## src/rtl/req_encoder8to3.sv

```systemverilog
// req_encoder8to3: sticky request register feeding a one-at-a-time grant encoder.
//
// Requests on in (when en=1) are accumulated into pending. While idle, the
// encoder picks one pending index from the registered pending vector, presents
// it on out with valid=1, and holds it until ack. An acked index is cleared
// from pending, unless the same request is set again in that cycle, in which
// case the set wins.
//
// Ports:
//   clk      in   1  clock, rising edge
//   rst      in   1  synchronous active-high reset
//   en       in   1  capture enable for in
//   in       in   8  request lines, bit i = request i
//   ack      in   1  consumer accepts out (only meaningful while valid=1)
//   out      out  3  registered granted index
//   valid    out  1  registered, out holds a grant awaiting ack
//   pending  out  8  registered sticky request vector
//
// Build option: define REQ_ENCODER_RR_EN for round-robin arbitration starting
// after the last acked index; the default build uses fixed priority, with
// bit 7 highest.

module req_encoder8to3 (
  input  logic       clk,
  input  logic       rst,
  input  logic       en,
  input  logic [7:0] in,
  input  logic       ack,
  output logic [2:0] out,
  output logic       valid,
  output logic [7:0] pending
);

  typedef enum logic [0:0] {StIdle, StPresent} state_e;

  state_e     state_q, state_d;
  logic [7:0] pending_d;
  logic [7:0] clr;
  logic [2:0] out_d;
  logic       valid_d;
  logic [2:0] sel;

`ifdef REQ_ENCODER_RR_EN
  logic [2:0] last_q, last_d;

  // Search upward from last+1, wrapping modulo 8; the first set bit wins.
  always_comb begin
    logic       found;
    logic [2:0] idx;
    sel   = 3'd0;
    found = 1'b0;
    idx   = 3'd0;
    for (int k = 0; k < 8; k++) begin
      idx = last_q + 3'(k + 1);
      if (!found && pending[idx]) begin
        sel   = idx;
        found = 1'b1;
      end
    end
  end

  // The pointer moves only on an accepted grant.
  always_comb begin
    last_d = last_q;
    if (valid && ack) begin
      last_d = out;
    end
  end

  always_ff @(posedge clk) begin
    if (rst) begin
      last_q <= 3'b111;
    end else begin
      last_q <= last_d;
    end
  end
`else
  // Fixed priority: the loop order lets the highest set index win.
  always_comb begin
    sel = 3'd0;
    for (int i = 0; i < 8; i++) begin
      if (pending[i]) begin
        sel = 3'(i);
      end
    end
  end
`endif

  // Clear only the bit whose grant is being accepted; a new set in the same
  // cycle overrides the clear.
  always_comb begin
    clr = 8'h00;
    if (valid && ack) begin
      clr[out] = 1'b1;
    end
    pending_d = (pending & ~clr) | (en ? in : 8'h00);
  end

  always_comb begin
    state_d = state_q;
    out_d   = out;
    valid_d = 1'b0;
    case (state_q)
      StIdle: begin
        if (|pending) begin
          out_d   = sel;
          valid_d = 1'b1;
          state_d = StPresent;
        end
      end
      StPresent: begin
        if (ack) begin
          state_d = StIdle;
        end else begin
          valid_d = 1'b1;
        end
      end
      default: begin
        state_d = StIdle;
      end
    endcase
  end

  always_ff @(posedge clk) begin
    if (rst) begin
      state_q <= StIdle;
      pending <= 8'h00;
      out     <= 3'b000;
      valid   <= 1'b0;
    end else begin
      state_q <= state_d;
      pending <= pending_d;
      out     <= out_d;
      valid   <= valid_d;
    end
  end

endmodule
```

## config.mk

```make
export PLATFORM = sky130hd
export DESIGN_NAME = req_encoder8to3
export DESIGN_NICKNAME = d
export VERILOG_FILES = /design/src/rtl/req_encoder8to3.sv
export SDC_FILE = /design/constraint.sdc
export NUM_CORES = 1
export LEC_CHECK = 0
export CORE_UTILIZATION = 39
export DETAILED_ROUTE_END_ITERATION = 6
export HOLD_SLACK_MARGIN = 0.03
export PLACE_DENSITY = 0.81
export SLEW_MARGIN = 20
export SYNTH_ARGS = -nofsm -noshare
export SYNTH_HDL_FRONTEND = slang
export SYNTH_SLANG_ARGS = --single-unit
```

## constraint.sdc

```tcl
create_clock -name clk -period 1.2 [get_ports clk]
set_input_delay 0.24 -clock clk [delete_from_list [all_inputs] [get_ports clk]]
set_output_delay 0.24 -clock clk [all_outputs]
set_load 0.01 [all_outputs]
```

# Word level (Yosys, flattened, before mapping)
# Cells that the tools add are included.
# word_totals
register_bits,12
in_bits,12
output_inout_bits,12
# classes
n_lt_le_gt_ge,2
muxes,14
bitwise_logic,4
reduce_logical,4
# op_table
cell,n
8-bit 2-to-1 mux,2
3-bit 2-to-1 mux,5
8-bit AND,1
8-bit inverter,1
8-bit bitwise OR,1
8-bit OR reduction,1
"3-bit by 4-bit less-than comparator with 1-bit output, second input constant",1
1-bit 2-to-1 mux,4
1-bit demux with 3-bit select,1
"3-bit by 1-bit >= comparator with 1-bit output, second input constant",1
1-bit logical AND,2
2-bit 2-to-1 mux,1
1-bit case mux with 2 select lines,1
2-bit AND reduction,1
1-bit inverter,1

# Depth between registers and ports, before layout
# depth
depth_word,8
mapped_depth,4
mapped_depth_nobuf,4

# Worst setup path before layout
# No wires, ideal clock.
# synth_timing
path_type,flip-flop to flip-flop
from,register pending[6]
to,register out[0]
setup_time_ps,73
t_arrival_ps,1061
t_required_ps,1127
setup_slack_ps,66
stages_incl_launch_ff,5
n_path_buf,0
cell_sequence,dfxtp_1 > nor4_4 > a21oi_2 > o311a_1 > nor3_2
# synth_via
elab_chain_cells,2
# synth_rtl
item,line_no,source
from (decl),31,output logic [7:0] pending
from (signal assigned),132,pending <= pending_d;
8-bit OR reduction or 3-bit 2-to-1 mux (tied branches),"105, 82",
2-bit AND reduction (no source line) or 3-bit 2-to-1 mux (tied branches),n/a,
to (signal assigned),133,out <= out_d;
to (decl),29,"output logic [2:0] out,"
# Several ways; a longest one is shown, not always the timed one.
# A chain may end at the register's enable or synchronous reset.

# Final worst setup path
# layout_timing
from,register pending[2]
to,output port pending[2]
# No word-level cell between the ends.

==> flow_metrics.env <==
export IMPL_clock_path_buffers=2
export IMPL_place_area_sq_um=872
export IMPL_port_buffers=23
export IMPL_synth_top_area_share_pct=44.4
export IMPL_die_x_microns=39.2
export IMPL_synth_top_cell_by_area="dfxtp_1"
export IMPL_skew_ns=0.00113
export IMPL_p_sw_share_pct=28.5
export IMPL_grt_max_degree=9
export IMPL_ys_ff_latch=12
export IMPL_comb_power_share_pct=28.3
export IMPL_finalHoldViolCount=0
export IMPL_gp_congestion=0.881
export IMPL_diodes=0
export IMPL_worst_r2r_startpoint="pending[3]$_SDFF_PP0_"
export IMPL_cts_buffers_inserted=3
export IMPL_setup_viol=0
export IMPL_whs_ns=0.496
export IMPL_drt_wirelength_per_cell_microns=12.2
export IMPL_peakVddDrop_mv=0.768
export IMPL_num_vias=627
export IMPL_clkTransAtPathRegs_ns=0.08
export IMPL_power_frac_seq_pct=42.6
export IMPL_finalPower_mw=1.11
export IMPL_hold_path_depth=2
export IMPL_hold_path_class="flop to flop"
export IMPL_wl_microns=1420
export IMPL_clkPwrFrac_pct=29.1
export IMPL_grt_remaining_overflow=0
export IMPL_fin_nets=114
export IMPL_worst_setup_path_start_kind="flop"
export IMPL_drc=0
export IMPL_cts_root_buffer="clkbuf_4"
export IMPL_fin_area_sq_um=921
export IMPL_path_max_fanout=3
export IMPL_hp_start="pending[0]$_SDFF_PP0_"
export IMPL_regToRegSetupSlack_ns=0.05
export IMPL_drtPass1Iterations=4
export IMPL_arrival_ns=0.92
export IMPL_antenna_found_initial=0
export IMPL_setup_ws_ns=0.0417
export IMPL_slew_headroom_pct=80.9
export IMPL_maxSlewViolCount=0
export IMPL_die_h_microns=39.2
export IMPL_power_density_cell_area_nw_per_um2=1210
export IMPL_start_util_pct=41.5
export IMPL_ys_warn_count=0
export IMPL_clkLatencyLatePin_ns=0.27
export IMPL_worstPathCellList="dlygate4sd2_1"
export IMPL_rsz0062_at_grt="true"
export IMPL_required_ns=0.96
export IMPL_crit_buf_inv=1
export IMPL_avgViaCountPerCell=5.41
export IMPL_yosysUniqueCellTypes=19
export IMPL_ant_nets=0
export IMPL_fin_crit_ns=1.16
export IMPL_fp_coreArea_sq_um=1300
export IMPL_p_int_mw=0.795
export IMPL_max_freq_mhz=863
export IMPL_post_cts_setup_buffers=0
export IMPL_holdPathEnd="pending[0]$_SDFF_PP0_"
export IMPL_drive_above_1_share_pct=28.7
export IMPL_synth_area_sq_um=541
export IMPL_grt_use_total_pct=22.6
export IMPL_syn_nets=76
export IMPL_grt_pass1_vias=538
export IMPL_cts_sinks=12
export IMPL_cp_end_kind="output port"
export IMPL_worst_pin_slew_ns=0.284
export IMPL_crit_family="flip-flops"
export IMPL_io_pins=24
export IMPL_h_tree_depth=1
export IMPL_area_growth_syn_to_layout_pct=70.4
export IMPL_crit_type="flop to output port"
export IMPL_dieArea_sq_um=1540
export IMPL_post_place_ws_ns=-0.176
export IMPL_synth_area_leaders="dfxtp_1 44%, a21oi_1 10%, nor4_4 7.9%"
export IMPL_drt_iter0_markers=11
export IMPL_grt_pass1_wl_microns=2280
export IMPL_cp_slowest_cell="dfxtp_2"
export IMPL_avgSynthCellArea_sq_um=8.45
export IMPL_maxCapViolations=0
export IMPL_cts_tree="yes"
export IMPL_dp_hpwl_microns=1100
export IMPL_power_switching_mw=0.318
export IMPL_rr_worst_depth=4
export IMPL_ys_seq_area_share_pct=44.4
export IMPL_cpPeakStageDelay_ns=0.37
export IMPL_leakagePower_nw=0.386
export IMPL_synth_cells=64
export IMPL_finalCritPeriodShare_pct=96.5
export IMPL_r2r_end="out[0]$_SDFFE_PP0P_"
export IMPL_num_rows=13
export IMPL_finalSetupTns_ns=0
export IMPL_status="completed"
[sequential cells by signal, indices dropped and copies added (netlist names)]
register / cells
state_q: 1
pending: 8
out: 3
[area by class of cell]
class / count / area (sq um)
fill: 119 / 380
timing repair buffer: 35 / 312
multi-input combinational: 48 / 295
sequential: 12 / 251
clock buffer: 4 / 36.3
tap: 15 / 18.8
inverter: 2 / 7.51
[worst max-delay path by stage]
stage | to | cells past startpoint | slack (ns) | start
2_1_floorplan | out[0]$_SDFFE_PP0P_ | 4 | 0.07 | pending[6]$_SDFF_PP0_
3_3_place_gp | pending[0]$_SDFF_PP0_ | 4 | -0.16 | ack
3_5_place_dp | pending[1]$_SDFF_PP0_ | 4 | -0.18 | ack
4_1_cts | pending[4] | 1 | 0.001 | pending[4]$_SDFF_PP0_
5_1_grt | out[0]$_SDFFE_PP0P_ | 4 | -0.04 | pending[6]$_SDFF_PP0_
6_report | pending[2] | 1 | 0.04 | pending[2]$_SDFF_PP0_
[Yosys cell counts]
cell / instances
dfxtp_1: 12
a21oi_1: 11
nand2_1: 10
o21ai_0: 7
nor2_1: 4
a211oi_1: 2
inv_1: 2
nand2b_1: 2
nor3_1: 2
nor4_4: 2
o31ai_1: 2
a21oi_2: 1
buf_1: 1
clkbuf_1: 1
nand3_1: 1
nand3b_1: 1
nor3_2: 1
o311a_1: 1
or2_1: 1
[cells in the final DEF, fill, tap and decap left out]
master	Yosys	routed
clkbuf_8	0	1
o31ai_2	0	1
dfxtp_4	0	1
o21ai_0	7	7
a211oi_1	2	1
a21oi_1	11	11
buf_4	0	12
nor3_2	1	1
a21oi_2	1	1
nor4_4	2	2
or2_1	1	1
nand2b_1	2	2
o311a_1	1	1
clkdlybuf4s15_1	0	5
dlygate4sd2_1	0	7
dfxtp_2	0	6
nor2_1	4	4
nand2_1	10	10
dfxtp_1	12	5
clkbuf_4	0	3
clkdlybuf4s50_1	0	11
nor3_1	2	2
a211oi_2	0	1
inv_1	2	2
nand3b_1	1	1
nand3_1	1	1
o31ai_1	2	1
[power by group through the flow]
stage          combinational, mW  clock, mW  sequential [mW]
2_1_floorplan              0.109          0            0.512
3_3_place_gp               0.322          0            0.481
3_5_place_dp               0.327          0            0.481
4_1_cts                    0.309      0.338            0.473
5_1_grt                    0.340      0.351            0.480
6_report                   0.315      0.324            0.474
[cells by family (layout without fill, tap and decap cells)]
family	Yosys count	in the layout	share of synthesized area (%)
buffers and inverters	4	41	2.78
AO/OA/AOI/OAI	24	24	25.7
AND/OR/NAND/NOR	24	24	27.1
flip-flops	12	12	44.4
[timing repair]
action / 4_1_cts / 5_1_grt
setup endpoints to repair: 13 / 6
gates resized for setup: 21 / 6
endpoints found under the hold margin: 0 / 0
hold buffers: 0 / 0
[stage by stage]
step | util [%] | instances
2_1_floorplan | - | 64
5_1_grt | 70.8 | 116
6_report | 70.8 | 116
3_5_place_dp | 67.0 | 112
3_3_place_gp | 67.0 | 112
4_1_cts | 69.9 | 116
[worst min-delay path: stages (launching register included)]
cell,delay (ns)
dfxtp_2,0.35
o31ai_2,0.06
a21oi_1,0.06
[metal layers]
layer | GRT usage [%] | vias up | share of wire (%)
met5 | 0 | - | 0
met4 | 8.62 | 0 | 0.56
met3 | 8.67 | 2 | 7.4
met2 | 36.3 | 27 | 50
met1 | 26.9 | 294 | 42
li1 | - | 304 | -
No activity file was read; power rests on OpenSTA's default activity.
